[src/rtl/counter_sched_pkg.sv]
`default_nettype none
// ----------------------------------------------------------------------------
// counter_sched_pkg : shared types and constants for counter_load_sched
// Rev 1.0
// ----------------------------------------------------------------------------
package counter_sched_pkg;

   localparam int c_CW_DEFAULT = 4;
   localparam int c_LW_DEFAULT = 5;

   localparam int c_REQ0 = 0;
   localparam int c_REQ1 = 1;

   typedef enum logic [1:0] {
      ST_IDLE = 2'd0,
      ST_LOAD = 2'd1,
      ST_RUN  = 2'd2,
      ST_DONE = 2'd3
   } state_t;

endpackage
`default_nettype wire

[src/rtl/counter_load_sched_rr_arb2.sv]
`default_nettype none
// ----------------------------------------------------------------------------
// rr_arb2 : two-way round-robin arbiter, pointer moves only on advance
// Rev 1.0
// ----------------------------------------------------------------------------
module rr_arb2 (
   input  logic       clk,
   input  logic       rst,
   input  logic [1:0] req,
   input  logic       advance,
   input  logic       served_idx,
   output logic [1:0] winner
);

   // Index of the requester granted last; 1 after reset so requester 0 wins a tie.
   logic r_last;

   always_ff @(posedge clk) begin
      if (!rst) begin
         r_last <= 1'b1;
      end else if (advance) begin
         r_last <= served_idx;
      end
   end

   always_comb begin
      winner = 2'b00;
      unique case (req)
         2'b01:   winner = 2'b01;
         2'b10:   winner = 2'b10;
         2'b11:   winner = r_last ? 2'b01 : 2'b10;
         default: winner = 2'b00;
      endcase
   end

endmodule
`default_nettype wire

[src/rtl/counter_load_sched.sv]
`default_nettype none
// ----------------------------------------------------------------------------
// counter_load_sched : arbitrates two requesters for load-and-run use of an up-counter
// Rev 1.0
// ----------------------------------------------------------------------------
module counter_load_sched
   import counter_sched_pkg::*;
#(
   parameter int CW = c_CW_DEFAULT,
   parameter int LW = c_LW_DEFAULT
) (
   input  logic          clk,
   input  logic          rst,
   input  logic [1:0]    req,
   input  logic [CW-1:0] val0,
   input  logic [CW-1:0] val1,
   input  logic [LW-1:0] len0,
   input  logic [LW-1:0] len1,
   input  logic [CW-1:0] cnt_in,
   output logic          ld,
   output logic [CW-1:0] ldvalue,
   output logic [1:0]    gnt,
   output logic [1:0]    done,
   output logic [CW-1:0] snap,
   output logic          busy
);

   state_t        r_state;
   state_t        w_next;
   logic [1:0]    w_win;
   logic [1:0]    r_owner;
   logic [CW-1:0] r_val;
   logic [LW-1:0] r_run;
   logic [CW-1:0] r_snap;
   logic [1:0]    r_done;
   logic          w_advance;

   assign w_advance = (r_state == ST_LOAD);

   rr_arb2 u_arb (
      .clk        (clk),
      .rst        (rst),
      .req        (req),
      .advance    (w_advance),
      .served_idx (r_owner[c_REQ1]),
      .winner     (w_win)
   );

   always_ff @(posedge clk) begin
      if (!rst) begin
         r_state <= ST_IDLE;
      end else begin
         r_state <= w_next;
      end
   end

   always_comb begin
      w_next = r_state;
      unique case (r_state)
         ST_IDLE: if (|req) w_next = ST_LOAD;
         ST_LOAD: w_next = (r_run != '0) ? ST_RUN : ST_DONE;
         ST_RUN:  if (r_run == LW'(1)) w_next = ST_DONE;
         ST_DONE: w_next = ST_IDLE;
         default: w_next = ST_IDLE;
      endcase
   end

   always_comb begin
      ld   = (r_state == ST_LOAD);
      gnt  = (r_state == ST_LOAD) ? r_owner : 2'b00;
      busy = (r_state != ST_IDLE);
   end

   // The run counter is loaded with the winner's length when the request is taken,
   // so it already holds the remaining RUN cycles by the time LOAD decides.
   always_ff @(posedge clk) begin
      if (!rst) begin
         r_owner <= 2'b00;
         r_val   <= '0;
         r_run   <= '0;
         r_snap  <= '0;
         r_done  <= 2'b00;
      end else begin
         r_done <= 2'b00;
         unique case (r_state)
            ST_IDLE: begin
               if (|req) begin
                  r_owner <= w_win;
                  r_val   <= w_win[c_REQ1] ? val1 : val0;
                  r_run   <= w_win[c_REQ0] ? len0 : len1;
               end
            end
            ST_RUN: begin
               r_run <= r_run - LW'(1);
            end
            ST_DONE: begin
               r_snap <= cnt_in;
               r_done <= r_owner;
            end
            default: begin
            end
         endcase
      end
   end

   assign ldvalue = r_val;
   assign done    = r_done;
   assign snap    = r_snap;

endmodule
`default_nettype wire

[config.mk]
export PLATFORM = sky130hd
export DESIGN_NAME = counter_load_sched
export DESIGN_NICKNAME = d
export VERILOG_FILES = /design/src/rtl/counter_sched_pkg.sv /design/src/rtl/counter_load_sched_rr_arb2.sv /design/src/rtl/counter_load_sched.sv
export SDC_FILE = /design/constraint.sdc
export NUM_CORES = 1
export LEC_CHECK = 0
export BUFFER_PORTS_ARGS = -buffer_cell sky130_fd_sc_hd__buf_4
export CAP_MARGIN = 20
export CORE_ASPECT_RATIO = 0.8
export CORE_MARGIN = 2
export CORE_UTILIZATION = 51
export CTS_CLUSTER_DIAMETER = 80
export CTS_CLUSTER_SIZE = 8
export DETAILED_ROUTE_END_ITERATION = 16
export GPL_ROUTABILITY_DRIVEN = 0
export MAX_ROUTING_LAYER = met4
export PLACE_DENSITY = 0.83
export SYNTH_ARGS = -nofsm -noshare
export SYNTH_HDL_FRONTEND = slang
export SYNTH_HIERARCHICAL = 1
export SYNTH_SLANG_ARGS = --single-unit
export TNS_END_PERCENT = 20
[constraint.sdc]
create_clock -name clk -period 6 [get_ports clk]
set_clock_uncertainty 0.2 [all_clocks]
set_input_delay 0.3 -clock clk [delete_from_list [all_inputs] [get_ports clk]]
set_output_delay 0.3 -clock clk [all_outputs]
set_load 0.02 [all_outputs]
Word level (Yosys, flattened, before mapping)

Index checks and enable logic that the tools add are counted.

Flip-flop bits (word level): 20
Bits of input ports: 26
Logic and storage cells: 37

Add/subtract/negate cells: 1
Equality and inequality tests: 9
Multiplexer cells: 11
Reduce and logical (&&, ||, !) cells: 9

Operators by type and width:

| kind                                                 | number |
|---|---|
| two-way mux 5 bit                                    | 2 |
| one-hot mux 5 bit (2 select lines)                   | 1 |
| equality test 2 bit (second input constant)          | 4 |
| two-way mux 2 bit                                    | 4 |
| one-hot mux 2 bit (4 select lines)                   | 1 |
| AND reduction 2 bit                                  | 4 |
| one-hot mux 2 bit (3 select lines)                   | 1 |
| equality test 5 x 1 -> 1 bit (second input constant) | 1 |
| nonzero test 5 bit                                   | 1 |
| subtractor 5 x 1 -> 5 bit (second input constant)    | 1 |
| equality test 2 x 1 -> 1 bit (second input constant) | 2 |
| two-way mux 4 bit                                    | 1 |
| != test 2 bit (second input constant)                | 2 |
| nonzero test 2 bit                                   | 2 |
| zero test 2 bit                                      | 1 |
| OR reduction 2 bit                                   | 1 |
| two-way mux 1 bit                                    | 1 |

Depth between registers and ports, before layout

Depth after elaboration: 5
Gate-level depth with buffers: 7
Mapped depth without buffers: 6

Modules after synthesis

The synthesis kept the hierarchy.

Modules (own cells, without submodules):

| module             | instances | cells an instance | area an instance (µm²) | sequential area each (µm²) |
|---|---|---|---|---|
| counter_load_sched | 1         | 112               | 998.5                  | 380.4 |
| rr_arb2            | 1         | 6                 | 55.1                   | 20.0 |

Worst setup path after synthesis

OpenSTA, ideal clock, no wires.

Path kind: reg-to-reg
Start: register r_state[0]
End: register r_run[0]
Setup time: 0.071 ns
Data arrival time: 1.616 ns
Required time: 5.729 ns
Setup slack: 4.113 ns
Cell stages (with the launch flop): 8
Path buffers: 1
Cell sequence: dfxtp_1 > inv_1 > ha_1 > nor3b_1 > or2_1 > clkbuf_2 > or3_1 > a21oi_1

Word-level cells in the longest chain between the ends: 3
Elaborated cells on any way between the ends: 6
Classes of those cells: 2 x eq/ne; 1 x mux; 3 x reduce/logical

RTL lines:

| what                                                          | line                     | text |
|---|---|---|
| from (decl)                                                   | counter_load_sched.sv:28 | `state_t r_state;` |
| from (signal assigned)                                        | counter_load_sched.sv:53 | `r_state <= w_next;` |
| equality test 2 bit or zero test 2 bit (tied branches)        | counter_load_sched.sv:85 | `unique case (r_state)` |
| nonzero test 2 bit (no line) or != test 2 bit (tied branches) | n/a                      |  |
| AND reduction 2 bit (no line)                                 | n/a                      |  |
| to (signal assigned)                                          | counter_load_sched.sv:90 | `r_run <= w_win[c_REQ0] ? len0 : len1;` |
| to (signal assigned)                                          | counter_load_sched.sv:94 | `r_run <= r_run - LW'(1);` |
| to (decl)                                                     | counter_load_sched.sv:33 | `logic [LW-1:0] r_run;` |

Several ways; a longest one is shown, not always the timed one.
A chain may end at the register's enable or synchronous reset.

Final worst setup path

Same ends and word-level chain as after synthesis.

==> run_results.csv <==
group,metric,value,unit
status,outcome,"finished clean",
placed_design,portBuffers,39,
clock_network,cts_tree,"built",
clock_network,clkSinkCount,20,
hold_path,hp-class,"in2reg",
synth,syn_area,1050,µm²
synth,ys_ff_latch,20,
route,routedWlPerCell,13.3,µm
setup_path,regToRegStartpoint,"r_state[0]$_SDFFE_PN0P_",
synth,synth_cells,118,
setup_path,crit_arrival,2150,ps
hold_path,worstHoldPathCells,2,
floorplanning,die_y,44.7,µm
clock_network,clkTransAtPathRegs,120,ps
finish,syn2layout_area_growth,33.4,%
route,ant_nets,0,
synth,synth_ff_type,"dfxtp_1",
synth,synthesis.nets,151,
setup_path,worstSetupPathType,"reg2reg",
setup_path,crit_chain,"inv_1, ha_1, nor2_1, or2_1, or3_1, a21oi_1",
finish,nNetsFinal,189,
timing,worstMarginPinSlew,1000,ps
timing,final.setup.tns,0,ps
timing,max_slew_margin,32.7,%
grt,busiest_layer,"met2",
synth,synth-edff-count,0,
power,clkPwrFrac,18.3,%
finish,utilization,73.6,%
grt,grt_overflow,0,
setup_path,crit_family,"simple AND/OR/NAND/NOR gates",
grt,met3_usage,8.11,%
setup_path,worst_path_max_delay_cell,"ha_1",
grt,grt_pass1_wl,3770,µm
floorplanning,fp-row-count,14,
power,ir_drop,306,µV
grt,grt_pass1_vias,863,
setup_path,cpPeakStageDelay,440,ps
grt,grt_max_degree,18,
timing,hold_viol,0,
setup_path,start_kind,"flip-flop",
timing,fin_crit_sh,35.2,%
power,p_seq_share,33.0,%
clock_network,post_cts_buffers,0,
floorplanning,initial_core_util,55.2,%
synth,synth-async-reset-ratio,0,%
grt,antenna_found_initial,0,
power,p_int,367,µW
grt,use_met1,28.1,%
timing,whs,16.5,ps
setup_path,cp_max_fo,14,
route,vias_per_cell,5.32,
floorplanning,die_w,54.8,µm
timing,final-setup-viol-count,0,
floorplanning,core-area,1910,µm²
route,routed_wl,2380,µm
power,switching_share,39.1,%
clock_network,clk_path_buf_depth,2,
power,p_sw,235,µW
finish,insertedDiodeCount,0,
hold_path,holdCritStartpoint,"rst",
floorplanning,die_area,2450,µm²
timing,rsz0062_at_grt,"false",
route,drc,0,
finish,drive_above_1_share,31.6,%
synth,yosys.cell_types.count,31,
power,p_leak,0.000652,µW
setup_path,r2r_slack,3890,ps
setup_path,end_kind,"flip-flop",
synth,yosysWarnings,6,
finish,layout_common_cells,"buf_4 (39), dfxtp_1 (20), nor2_1 (16), mux2i_1 (16), a21oi_1 (9)",
grt,use_met2,33.3,%
finish,final_common_cell,"buf_4",
grt,grtUsageTotal,22.8,%
clock_network,postCtsHoldBufs,0,
hold_path,holdPathEnd,"u_arb/r_last$_SDFFE_PN1P_",
floorplanning,design.portCount,40,
setup_path,required,6040,ps
timing,drv_slew,0,
route,drt-pass1-iter-count,4,
placed_design,hpwl,1770,µm
clock_network,cts_max_level,1,
setup_path,reg2reg_depth,6,
clock_network,ctsResizeCount,0,
clock_network,clk_latency,310,ps
timing,layout_setup_ws,3890,ps
setup_path,cp_num_buf_inv,1,
clock_network,root_buffer,"clkbuf_4",
synth,ys_seq_area_share,38.0,%
placed_design,place_ws,3930,ps
clock_network,cts_buffers,3,
run,cap_violations,0,
finish,filler_cell_count,157,
route,vias,952,
power,comb_power_share,48.7,%
power,power_density,429,nW/µm²
route,initialDrtViolationCount,19,
setup_path,reg2reg_to,"r_run[0]$_SDFFE_PN0P_",
timing,finalCriticalPeriod,2110,ps
synth,avgSynthCellArea,8.93,µm²
timing,fmax,474,MHz
cell families (layout without fill, tap and decap cells):
family	Yosys count	in the layout	share of synthesized area (%)
compound gates	24	24	15.3
simple gates	37	37	17.3
fa+ha+maj	7	7	8.31
buf+inv	13	50	4.75
mux	17	17	16.3
flops	20	20	38.0
metrics by stage:
| step | instance area, µm² | total power [µW] | std cells |
|---|---|---|---|
| after floorplan | 1050 | 406 | 118 |
| after global placement | 1350 | 478 | 175 |
| after detailed placement | 1350 | 490 | 175 |
| after CTS | 1410 | 605 | 179 |
| after global routing | 1410 | 646 | 179 |
| final | 1410 | 602 | 179 |
sequential cells by signal, indices dropped and copies added, names as in the netlist:
name,flops
r_owner,2
r_run,5
snap,4
ldvalue,4
r_state,2
u_arb/r_last,1
done,2
cell type report:
type | count | area, µm² | area share (%)
clock buffers | 3 | 22.5 | 1.60
clock inverters | 1 | 30.0 | 2.14
inverters | 7 | 26.3 | 1.87
multi-input cells | 85 | 603 | 42.9
flip-flops and latches | 20 | 400 | 28.5
well taps | 24 | 30.0 | 2.14
repair buffers | 39 | 293 | 20.8
power by group through the flow:
stage / Combinational, µW / Clock [µW] / Sequential [µW]
after floorplan: 199 / 0 / 208
after global placement: 279 / 0 / 199
after detailed placement: 289 / 0 / 201
after CTS: 293 / 113 / 199
after global routing: 326 / 117 / 203
final: 293 / 110 / 199
worst max-delay path by stage:
stage | start | endpoint | slack (ps) | depth (start not counted)
after floorplan | r_state[0]$_SDFFE_PN0P_ | r_run[0]$_SDFFE_PN0P_ | 4110 | 7
after global placement | r_state[0]$_SDFFE_PN0P_ | r_run[0]$_SDFFE_PN0P_ | 4030 | 6
after detailed placement | r_state[0]$_SDFFE_PN0P_ | r_run[0]$_SDFFE_PN0P_ | 3930 | 6
after CTS | r_state[0]$_SDFFE_PN0P_ | r_run[0]$_SDFFE_PN0P_ | 3890 | 6
after global routing | r_state[0]$_SDFFE_PN0P_ | r_run[0]$_SDFFE_PN0P_ | 3700 | 6
final | r_state[0]$_SDFFE_PN0P_ | r_run[0]$_SDFFE_PN0P_ | 3890 | 6
cell usage after synthesis (2+ instances only):
library cell / number / area, µm²
o21ai_0: 2 / 10.0
inv_1: 6 / 22.5
and2_1: 2 / 12.5
mux2i_1: 16 / 160
and3_1: 2 / 12.5
nor3b_1: 2 / 15.0
nand2_1: 8 / 30.0
nor2_1: 16 / 60.1
o32ai_1: 2 / 17.5
a21oi_1: 9 / 45.0
a211oi_1: 4 / 30.0
clkbuf_1: 5 / 18.8
dfxtp_1: 20 / 400
ha_1: 7 / 87.6
metal layers:
layer	up-vias	part of all wire, %	wire length [µm]
li1	489	-	-
met1	422	47	1130
met2	39	45	1060
met3	2	7.4	175
met4	0	0.76	18
met5	-	0	0
Power figures use the tool's default switching activity.
